## src/rtl/mem_port_arbiter.sv

```systemverilog
// ---------------------------------------------------------------------------
// mem_port_arbiter
//
// Shares one single-ported memory between the instruction-fetch port
// (read-only) and the load/store port (read/write). Arbitration is
// round-robin. Only one access is in flight at a time.
//
// Handshake (both requester ports, Avalon style): a requester raises rd/wr
// and keeps it and its address/data stable until the cycle in which its
// waitrequest is 0. That cycle is the accept cycle, and the access is issued
// to memory combinationally in that same cycle. The requester may drop the
// request before it is accepted, which withdraws it. Read data comes back
// RD_LAT cycles later, marked by a one-cycle rddatavalid pulse on the port
// that owns the read.
//
// Parameters
//   IW       address/data width
//   RD_LAT   memory read latency in cycles (>= 1)
//
// Ports
//   clk, reset             clock, synchronous active-high reset
//   i_pc_*                 fetch request (addr, rd, byte_en)
//   o_pc_waitrequest       0 only in the fetch accept cycle
//   o_pc_rddata/valid      fetch read data (passthrough) and valid pulse
//   i_ldst_*               load/store request (addr, rd, wr, wrdata, byte_en)
//   o_ldst_waitrequest     0 only in the load/store accept cycle
//   o_ldst_rddata/valid    load data (passthrough) and valid pulse
//   o_mem_*                memory command (addr, rd, wr, wrdata, byte_en)
//   i_mem_rddata           memory read data, valid RD_LAT cycles after rd
//   o_dbg_state            {rr pointer (1 = ldst), fsm state (1 = READ_WAIT)}
// ---------------------------------------------------------------------------
module mem_port_arbiter #(
  parameter int IW     = 32,
  parameter int RD_LAT = 1
) (
  input  logic          clk,
  input  logic          reset,
  input  logic [IW-1:0] i_pc_addr,
  input  logic          i_pc_rd,
  input  logic [3:0]    i_pc_byte_en,
  output logic          o_pc_waitrequest,
  output logic [IW-1:0] o_pc_rddata,
  output logic          o_pc_rddatavalid,
  input  logic [IW-1:0] i_ldst_addr,
  input  logic          i_ldst_rd,
  input  logic          i_ldst_wr,
  input  logic [IW-1:0] i_ldst_wrdata,
  input  logic [3:0]    i_ldst_byte_en,
  output logic          o_ldst_waitrequest,
  output logic [IW-1:0] o_ldst_rddata,
  output logic          o_ldst_rddatavalid,
  output logic [IW-1:0] o_mem_addr,
  output logic          o_mem_rd,
  output logic          o_mem_wr,
  output logic [IW-1:0] o_mem_wrdata,
  output logic [3:0]    o_mem_byte_en,
  input  logic [IW-1:0] i_mem_rddata,
  output logic [1:0]    o_dbg_state
);

  localparam int CW = $clog2(RD_LAT + 1);

  typedef enum logic {
    S_IDLE      = 1'b0,
    S_READ_WAIT = 1'b1
  } state_t;

  localparam logic SEL_PC   = 1'b0;
  localparam logic SEL_LDST = 1'b1;

  state_t        state_q, state_d;
  logic [CW-1:0] cnt_q, cnt_d;
  logic          owner_q, owner_d;
  logic          rr_q, rr_d;

  logic pc_req, ldst_req, can_accept;
  logic grant_pc, grant_ldst, acc_read, data_due;

  // Arbitration. Nothing is granted while reset is high or a read is in
  // flight; on contention the rr pointer decides.
  always_comb begin
    pc_req     = i_pc_rd;
    ldst_req   = i_ldst_rd | i_ldst_wr;
    can_accept = (state_q == S_IDLE) && !reset;
    grant_ldst = can_accept && ldst_req && (!pc_req || (rr_q == SEL_LDST));
    grant_pc   = can_accept && pc_req && !grant_ldst;
    // rd together with wr on the load/store port is treated as a write only.
    acc_read   = grant_pc || (grant_ldst && !i_ldst_wr);
    data_due   = (state_q == S_READ_WAIT) && (cnt_q == CW'(1)) && !reset;
  end

  // State register
  always_ff @(posedge clk) begin
    if (reset) begin
      state_q <= S_IDLE;
      cnt_q   <= '0;
      owner_q <= SEL_PC;
      rr_q    <= SEL_PC;
    end else begin
      state_q <= state_d;
      cnt_q   <= cnt_d;
      owner_q <= owner_d;
      rr_q    <= rr_d;
    end
  end

  // Next-state logic
  always_comb begin
    state_d = state_q;
    cnt_d   = cnt_q;
    owner_d = owner_q;
    rr_d    = rr_q;
    case (state_q)
      S_IDLE: begin
        // Pointer moves to the side that did not win, on every accept.
        if (grant_pc || grant_ldst) begin
          rr_d = grant_pc ? SEL_LDST : SEL_PC;
        end
        if (acc_read) begin
          state_d = S_READ_WAIT;
          cnt_d   = CW'(RD_LAT);
          owner_d = grant_ldst ? SEL_LDST : SEL_PC;
        end
      end
      S_READ_WAIT: begin
        // cnt_q == 1 is the data-return cycle; the next cycle is IDLE again.
        if (cnt_q == CW'(1)) begin
          state_d = S_IDLE;
          cnt_d   = '0;
        end else begin
          cnt_d = cnt_q - CW'(1);
        end
      end
      default: begin
        state_d = S_IDLE;
        cnt_d   = '0;
      end
    endcase
  end

  // Output logic
  always_comb begin
    o_pc_waitrequest   = 1'b1;
    o_ldst_waitrequest = 1'b1;
    o_pc_rddatavalid   = 1'b0;
    o_ldst_rddatavalid = 1'b0;
    o_mem_addr         = '0;
    o_mem_rd           = 1'b0;
    o_mem_wr           = 1'b0;
    o_mem_wrdata       = '0;
    o_mem_byte_en      = 4'b0000;

    if (grant_pc) begin
      o_pc_waitrequest = 1'b0;
      o_mem_addr       = i_pc_addr;
      o_mem_byte_en    = i_pc_byte_en;
      o_mem_rd         = 1'b1;
    end else if (grant_ldst) begin
      o_ldst_waitrequest = 1'b0;
      o_mem_addr         = i_ldst_addr;
      o_mem_byte_en      = i_ldst_byte_en;
      if (i_ldst_wr) begin
        o_mem_wr     = 1'b1;
        o_mem_wrdata = i_ldst_wrdata;
      end else begin
        o_mem_rd = 1'b1;
      end
    end

    if (data_due) begin
      o_pc_rddatavalid   = (owner_q == SEL_PC);
      o_ldst_rddatavalid = (owner_q == SEL_LDST);
    end
  end

  assign o_pc_rddata   = i_mem_rddata;
  assign o_ldst_rddata = i_mem_rddata;
  assign o_dbg_state   = {rr_q, logic'(state_q)};

endmodule

```

## config.mk

```make
export PLATFORM = sky130hd
export DESIGN_NAME = mem_port_arbiter
export DESIGN_NICKNAME = d
export VERILOG_FILES = /design/src/rtl/mem_port_arbiter.sv
export SDC_FILE = /design/constraint.sdc
export NUM_CORES = 1
export LEC_CHECK = 0
export CORE_AREA = 2 2 110 112
export DETAILED_ROUTE_END_ITERATION = 10
export DIE_AREA = 0 0 112 114
export GPL_ROUTABILITY_DRIVEN = 0
export GPL_TIMING_DRIVEN = 0
export PLACE_DENSITY = 0.57
export SYNTH_ARGS = -nofsm -noshare
export SYNTH_HDL_FRONTEND = slang
export SYNTH_SLANG_ARGS = --single-unit
```

## constraint.sdc

```tcl
create_clock -name clk -period 2.1 [get_ports clk]
set_input_delay 0.42 -clock clk [delete_from_list [all_inputs] [get_ports clk]]
set_output_delay 0.42 -clock clk [all_outputs]
set_load 0.02 [all_outputs]
```

Word level (Yosys, flattened, before mapping). Index checks and enable logic that the tools add are counted.

Bits in registers: 4. Bits in latches: 0. RAM bits: 0. ROM bits: 0. Input bits: 141. Output and inout bits: 140. Logic and storage cells: 52. Memories kept: 0.

Add/subtract/negate cells: 1. Multipliers: 0. Divide/modulo/power cells: 0. $lt $le $gt $ge: 0. Equal/unequal tests: 1. Shift-type cells: 0. Mux-type cells: 26. Bitwise gates (word level): 3. Reduce and logical (&&, ||, !) cells: 17.

Operators with widths (count): 32-bit two-way mux (5); 1-bit two-way mux (17); 1-bit logical AND (8); 4-bit two-way mux (2); 1-bit zero test (4); 1-bit case mux with 2 select lines (2); 2-bit AND reduction (2); 1-bit logical OR (3); 2-bit != test (second input constant) (1); 1-bit inverter (2); 1-bit OR (1); 1-bit subtractor (second input constant) (1).

Longest topological paths before layout. Gate-level depths: netlist of the first run.

Depth after elaboration: 9. Mapped depth: 6. Depth with buffers taken out: 3.

Worst setup path after synthesis of the first run. OpenSTA, ideal clock, no wires.

Path type: input to output. From: in reset. To: out o_mem_addr[10]. Arrival time: 1.515 ns. Data required time: 1.680 ns. Slack: 0.165 ns. Cell stages on the path: 4. Path buffers: 2. Path through: buf_2 > nor4_4 > buf_6 > a22o_1.

Word-level cells in the longest chain between the ends: 7. Elaborated cells on any way between the ends: 9. Classes of those cells: mux (2); reduce/logical (7).

Ends and longest elaborated chain: from (decl) (line 37) `input logic reset,`; 1-bit zero test * (line 84) `can_accept = (state_q == S_IDLE) && !reset;`; 1-bit logical AND * (line 84); 1-bit logical AND (2 in series) (line 85) `grant_ldst = can_accept && ldst_req && (!pc_req || (rr_q == SEL_LDST));`; 1-bit zero test (line 86) `grant_pc = can_accept && pc_req && !grant_ldst;`; 1-bit logical AND (line 86); 32-bit two-way mux * (line 153) `if (grant_pc) begin`; to (decl) (line 52) `output logic [IW-1:0] o_mem_addr,`.

Every way passes the cells marked *; elsewhere a longest branch is shown, timed or not.

Final worst setup path of the first run.
From: reg rr_q. To: out o_mem_addr[11].

Word-level cells in the longest chain between the ends: 5. Elaborated cells on any way between the ends: 6. Classes of those cells: mux (2); reduce/logical (4).

Ends and longest elaborated chain: from (decl) (line 74) `logic rr_q, rr_d;`; from (signal assigned) (line 103) `rr_q <= rr_d;`; 1-bit logical OR * (line 85); 1-bit logical AND * (line 85); 1-bit zero test (line 86); 1-bit logical AND (line 86); 32-bit two-way mux * (line 153).

Marked as above.

==> results of run 1 <==
-- state kept, by name, summed over array words and instances, names as in the netlist --
signal	flops
cnt_q	1
owner_q	1
rr_q	1
state_q	1
-- Yosys cell counts (2+ instances only) --
cell	number
buf_4	66
a22o_1	37
and2_1	33
buf_2	5
buf_6	4
dfxtp_1	4
a21oi_1	3
clkbuf_1	3
inv_1	3
nor2_1	3
nand2_1	2
o21ai_0	2
-- logic make-up (layout without fill, tap and decap cells) --
logic type / count (synthesis) / after routing / share of synthesized area
AO/OA/AOI/OAI: 45 / 45 / 0.277
buffers and inverters: 81 / 338 / 0.437
flip-flops: 4 / 4 / 0.0595
AND/OR/NAND/NOR: 46 / 46 / 0.226
-- worst max-delay path, cell delays in order (launching register included) --
cell and delay, ps:
dfxtp_2 310, and2b_4 200, nor4_4 250, buf_12 180
buf_8 130, a22o_1 150, buf_4 140
-- timing repair --
item,in CTS,in global routing
buffers inserted,9,0
resized for setup,356,32
hold buffers,0,0
endpoints found under the setup margin,72,52
pin swaps,11,2
cloned,2,0
-- worst max-delay path by stage --
stage | from | endpoint | cells past startpoint
2_1_floorplan | reset | o_mem_addr[10] | 4
3_3_place_gp | i_ldst_wr | o_mem_byte_en[1] | 6
3_5_place_dp | i_ldst_wr | o_mem_byte_en[1] | 6
4_1_cts | rr_q | o_mem_byte_en[1] | 7
5_1_grt | rr_q | o_mem_wrdata[9] | 6
6_report | rr_q | o_mem_addr[11] | 6
-- cell type report --
type | instances | share of cell area
repair buffers | 256 | 0.592
plain buffers | 76 | 0.150
well taps | 147 | 0.0449
inverters | 3 | 0.00275
clock buffers | 3 | 0.0183
multi-input cells | 91 | 0.171
flip-flops and latches | 4 | 0.0201
-- where the power goes --
part           leakage (uW)  switching [uW]  internal [uW]
registers         0.0000339            6.38           85.4
logic               0.00180             386            576
clock network     0.0000370            53.3            243
-- metrics by stage --
stage	cell area (sq um)	cells	setup WS (ps)
finish	4100	580	83.1
global route	4100	580	-17.2
CTS	4090	584	-5.46
detailed placement	4000	570	-1210
global placement	4000	570	-1220
floorplan	1350	176	165
-- layer usage --
metal	part of all wire	global-route usage
met3	0.092	0.0207
met5	0	0
met4	0.0011	0.00976
met1	0.39	0.115
met2	0.52	0.183
==> out/results.ini, run 1 <==
[synth]
synth_edf_count = 0
synthCells = 176
ys_seq_area_frac = 0.0595
synth_top_flop_cell = dfxtp_1
yosysTopAreaCell = buf_4
synth_top_area_share = 0.368
synth_area_sq_um = 1350
synth.yosys.warnings = 0
ys_ff_latch = 4
synth.area.top_cells = buf_4 (37%), a22o_1 (24%), and2_1 (15%)
synth.avg_cell_area_sq_um = 7.64
async_reset_ff_frac = 0
synth.distinct_cells = 23
syn-num-nets = 317

[critical_path]
crit_required_ps = 1680
path_max_fanout = 10
rrSetupSlack_ps = 870
end_kind = output pin
r2r-end = owner_q
r2r_cells = 6
criticalPathCategory = register to output pin
rr_startpoint = rr_q
cp.arrival_ps = 1600
critPathLaunchType = register

[layout]
syn2layout_area_growth_pct = 205
fin_nets = 576
final_cell_mix = clkdlybuf4s50_1 (172), buf_4 (107), a22o_1 (37)
antenna_cells = 0
multi_input_area_sq_um = 701
ff_latch_area_sq_um = 82.6
drive_gt1_frac = 0.395
layout_commonest_cell = clkdlybuf4s50_1
finalCoreUtilization = 0.350
fill_cells = 1202

[drt]
drc_errors = 0
dr.pass1.iters = 4
wl_um = 7160
post_drt_wl_per_cell_um = 12.3
drt_iter0_markers = 50
via_per_inst = 3.69
antenna_left = 0
vias = 2142

[timing]
fmax_mhz = 496
worstMarginPinSlew_ps = 254
min_period_ps = 2020
skew_ps = 2.36
slew_violations = 0
relSlewSlack = 0.829
hold_viol = 0
setup_violations = 0
setup-tns-final_ps = 0
holdWs_ps = 507
timing.final.crit_share = 0.960
rsz0062_at_grt = yes

[power]
p_per_area_nw_per_um2 = 329
ir_worst_vdd_v = 0.000280
p_total_uw = 1350
total_leakage_power_uw = 0.00187

[clock_network]
cts-root-buf = clkbuf_16
clock-sinks = 4
cts.reportedPaths.clkPinSlew_ps = 30
htree_levels = 1
cts_buffers = 3
cts_tree = done
cts.path.max_buffers = 2
clkLatencyLatePin_ps = 220

[outcome]
status = completed

[die]
dieArea_sq_um = 12800
ios = 281
core_area_sq_um = 11700
die_x_um = 112
dieHeight_um = 114
start_util = 0.115
fp-row-count = 40

[placed_design]
io_buffers = 247
dp_hpwl_um = 6170

[global_routing]
gr-total-overflow = 0
antenna_found_initial = 0
grt_first_pass_wirelength_um = 10200
grt_pass1_vias = 1996
grt_max_degree = 11
grt.total_usage = 0.0960

[min_path]
min_to = rr_q
hold_start = reset
hold_depth = 2
hold_class = input pin to register

[flow_run]
maxCapViolCount = 0

No activity file was read; power rests on OpenSTA's default activity.
==> run 2: changes to the inputs <==
Settings changed: MAX_ROUTING_LAYER set to met4.
==> run 2 against run 1 <==
  * Sequential power about the same
  * Highest routed layer unchanged
  * Setup slack got worse by 2.4 ps
  * Largest power group unchanged
  * Via count is 0.37% higher
  * Critical path type unchanged
  * Critical endpoint unchanged
==> out/results.ini, run 2 (synthesis results as in run 1) <==
[power]
total_leakage_power_uw = 0.00187
ir_worst_vdd_v = 0.000281
p_per_area_nw_per_um2 = 330
p_total_uw = 1350

[min_path]
hold_class = input pin to register

[global_routing]
grt_first_pass_wirelength_um = 10200
grt_pass1_vias = 1990
gr-total-overflow = 0
grt_max_degree = 11
grt.total_usage = 0.0990
antenna_found_initial = 0

[critical_path]
critPathLaunchType = register
path_max_fanout = 10
cp.arrival_ps = 1600
end_kind = output pin
criticalPathCategory = register to output pin
crit_required_ps = 1680

[timing]
rsz0062_at_grt = yes
setup_violations = 0
fmax_mhz = 495
setup-tns-final_ps = 0
worstMarginPinSlew_ps = 254
min_period_ps = 2020
relSlewSlack = 0.829
skew_ps = 2.13
hold_viol = 0
timing.final.crit_share = 0.962
setup_slack_ps = 80.7
slew_violations = 0

[drt]
drt_iter0_markers = 37
drc_errors = 0
wl_um = 7170
antenna_left = 0
post_drt_wl_per_cell_um = 12.4
via_per_inst = 3.71
dr.pass1.iters = 4
vias = 2150

[layout]
antenna_cells = 0
fin_nets = 576
syn2layout_area_growth_pct = 205
final_cell_mix = clkdlybuf4s50_1 (172), buf_4 (107), a22o_1 (37)
drive_gt1_frac = 0.395
instances_no_fill = 580
fin_area_sq_um = 4100
layout_commonest_cell = clkdlybuf4s50_1

[outcome]
status = completed

[placed_design]
dpl_cell_area_sq_um = 4000
dp_slack_ps = -1210
io_buffers = 247
dpl.cell_count = 570
dp_hpwl_um = 6170

[die]
fp-row-count = 40
ios = 281
die_x_um = 112
core_area_sq_um = 11700
start_util = 0.115
dieHeight_um = 114
dieArea_sq_um = 12800

[clock_network]
htree_levels = 1
cts-root-buf = clkbuf_16
clkLatencyLatePin_ps = 220
clock-sinks = 4
cts.reportedPaths.clkPinSlew_ps = 30
ctsHoldBuffers = 0
cts_buffers = 3
cts_tree = done
cts.path.max_buffers = 2

[flow_run]
maxCapViolCount = 0

==> run 2: per-stage QoR <==
step	hold WS, ps	util
after floorplan	474	-
after global placement	486	0.342
after detailed placement	502	0.342
after CTS	504	0.349
after global routing	541	0.350
final	503	0.350
==> run 2: critical path, stage by stage, from the launching register on <==
cell     delay [ps]
dfxtp_2         330
buf_6           130
nor4_4          310
buf_12          180
buf_8           130
a22o_1          150
buf_4           140
==> run 2: area by class of cell <==
cell class | count | area, sq um
Tap cell | 147 | 184
Clock buffer | 3 | 75.1
Multi-Input combinational cell | 91 | 701
Sequential cell | 4 | 82.6
Buffer | 76 | 617
Inverter | 3 | 11.3
Timing Repair Buffer | 256 | 2430
Fill cell | 1202 | 7610
==> run 2: final timing paths <==
path,slack [ps],cells past startpoint,startpoint,to
max,80,6,state_q,o_mem_addr[11]
min,500,2,reset,rr_q
max reg2reg,870,6,rr_q,owner_q
min reg2reg,520,1,cnt_q,cnt_q
==> run 2: routing by layer <==
layer,GRT usage,up-vias,wire (um)
li1,-,1059,-
met4,0.00976,0,23
met1,0.118,955,2860
met2,0.182,132,3700
met5,-,-,0
met3,0.0159,4,581
==> run 2: what timing repair did <==
action,in CTS,in global routing
resized for setup,356,32
pin swaps,11,2
endpoints found under the setup margin,72,52
gates cloned,2,0
setup buffers,9,0
==> run 2: where the power goes <==
group / total, uW / internal [uW] / switching, uW
Combinational: 962 / 576 / 386
Clock: 298 / 243 / 54.5
Sequential: 91.8 / 85.4 / 6.42
Total: 1350 / 905 / 447
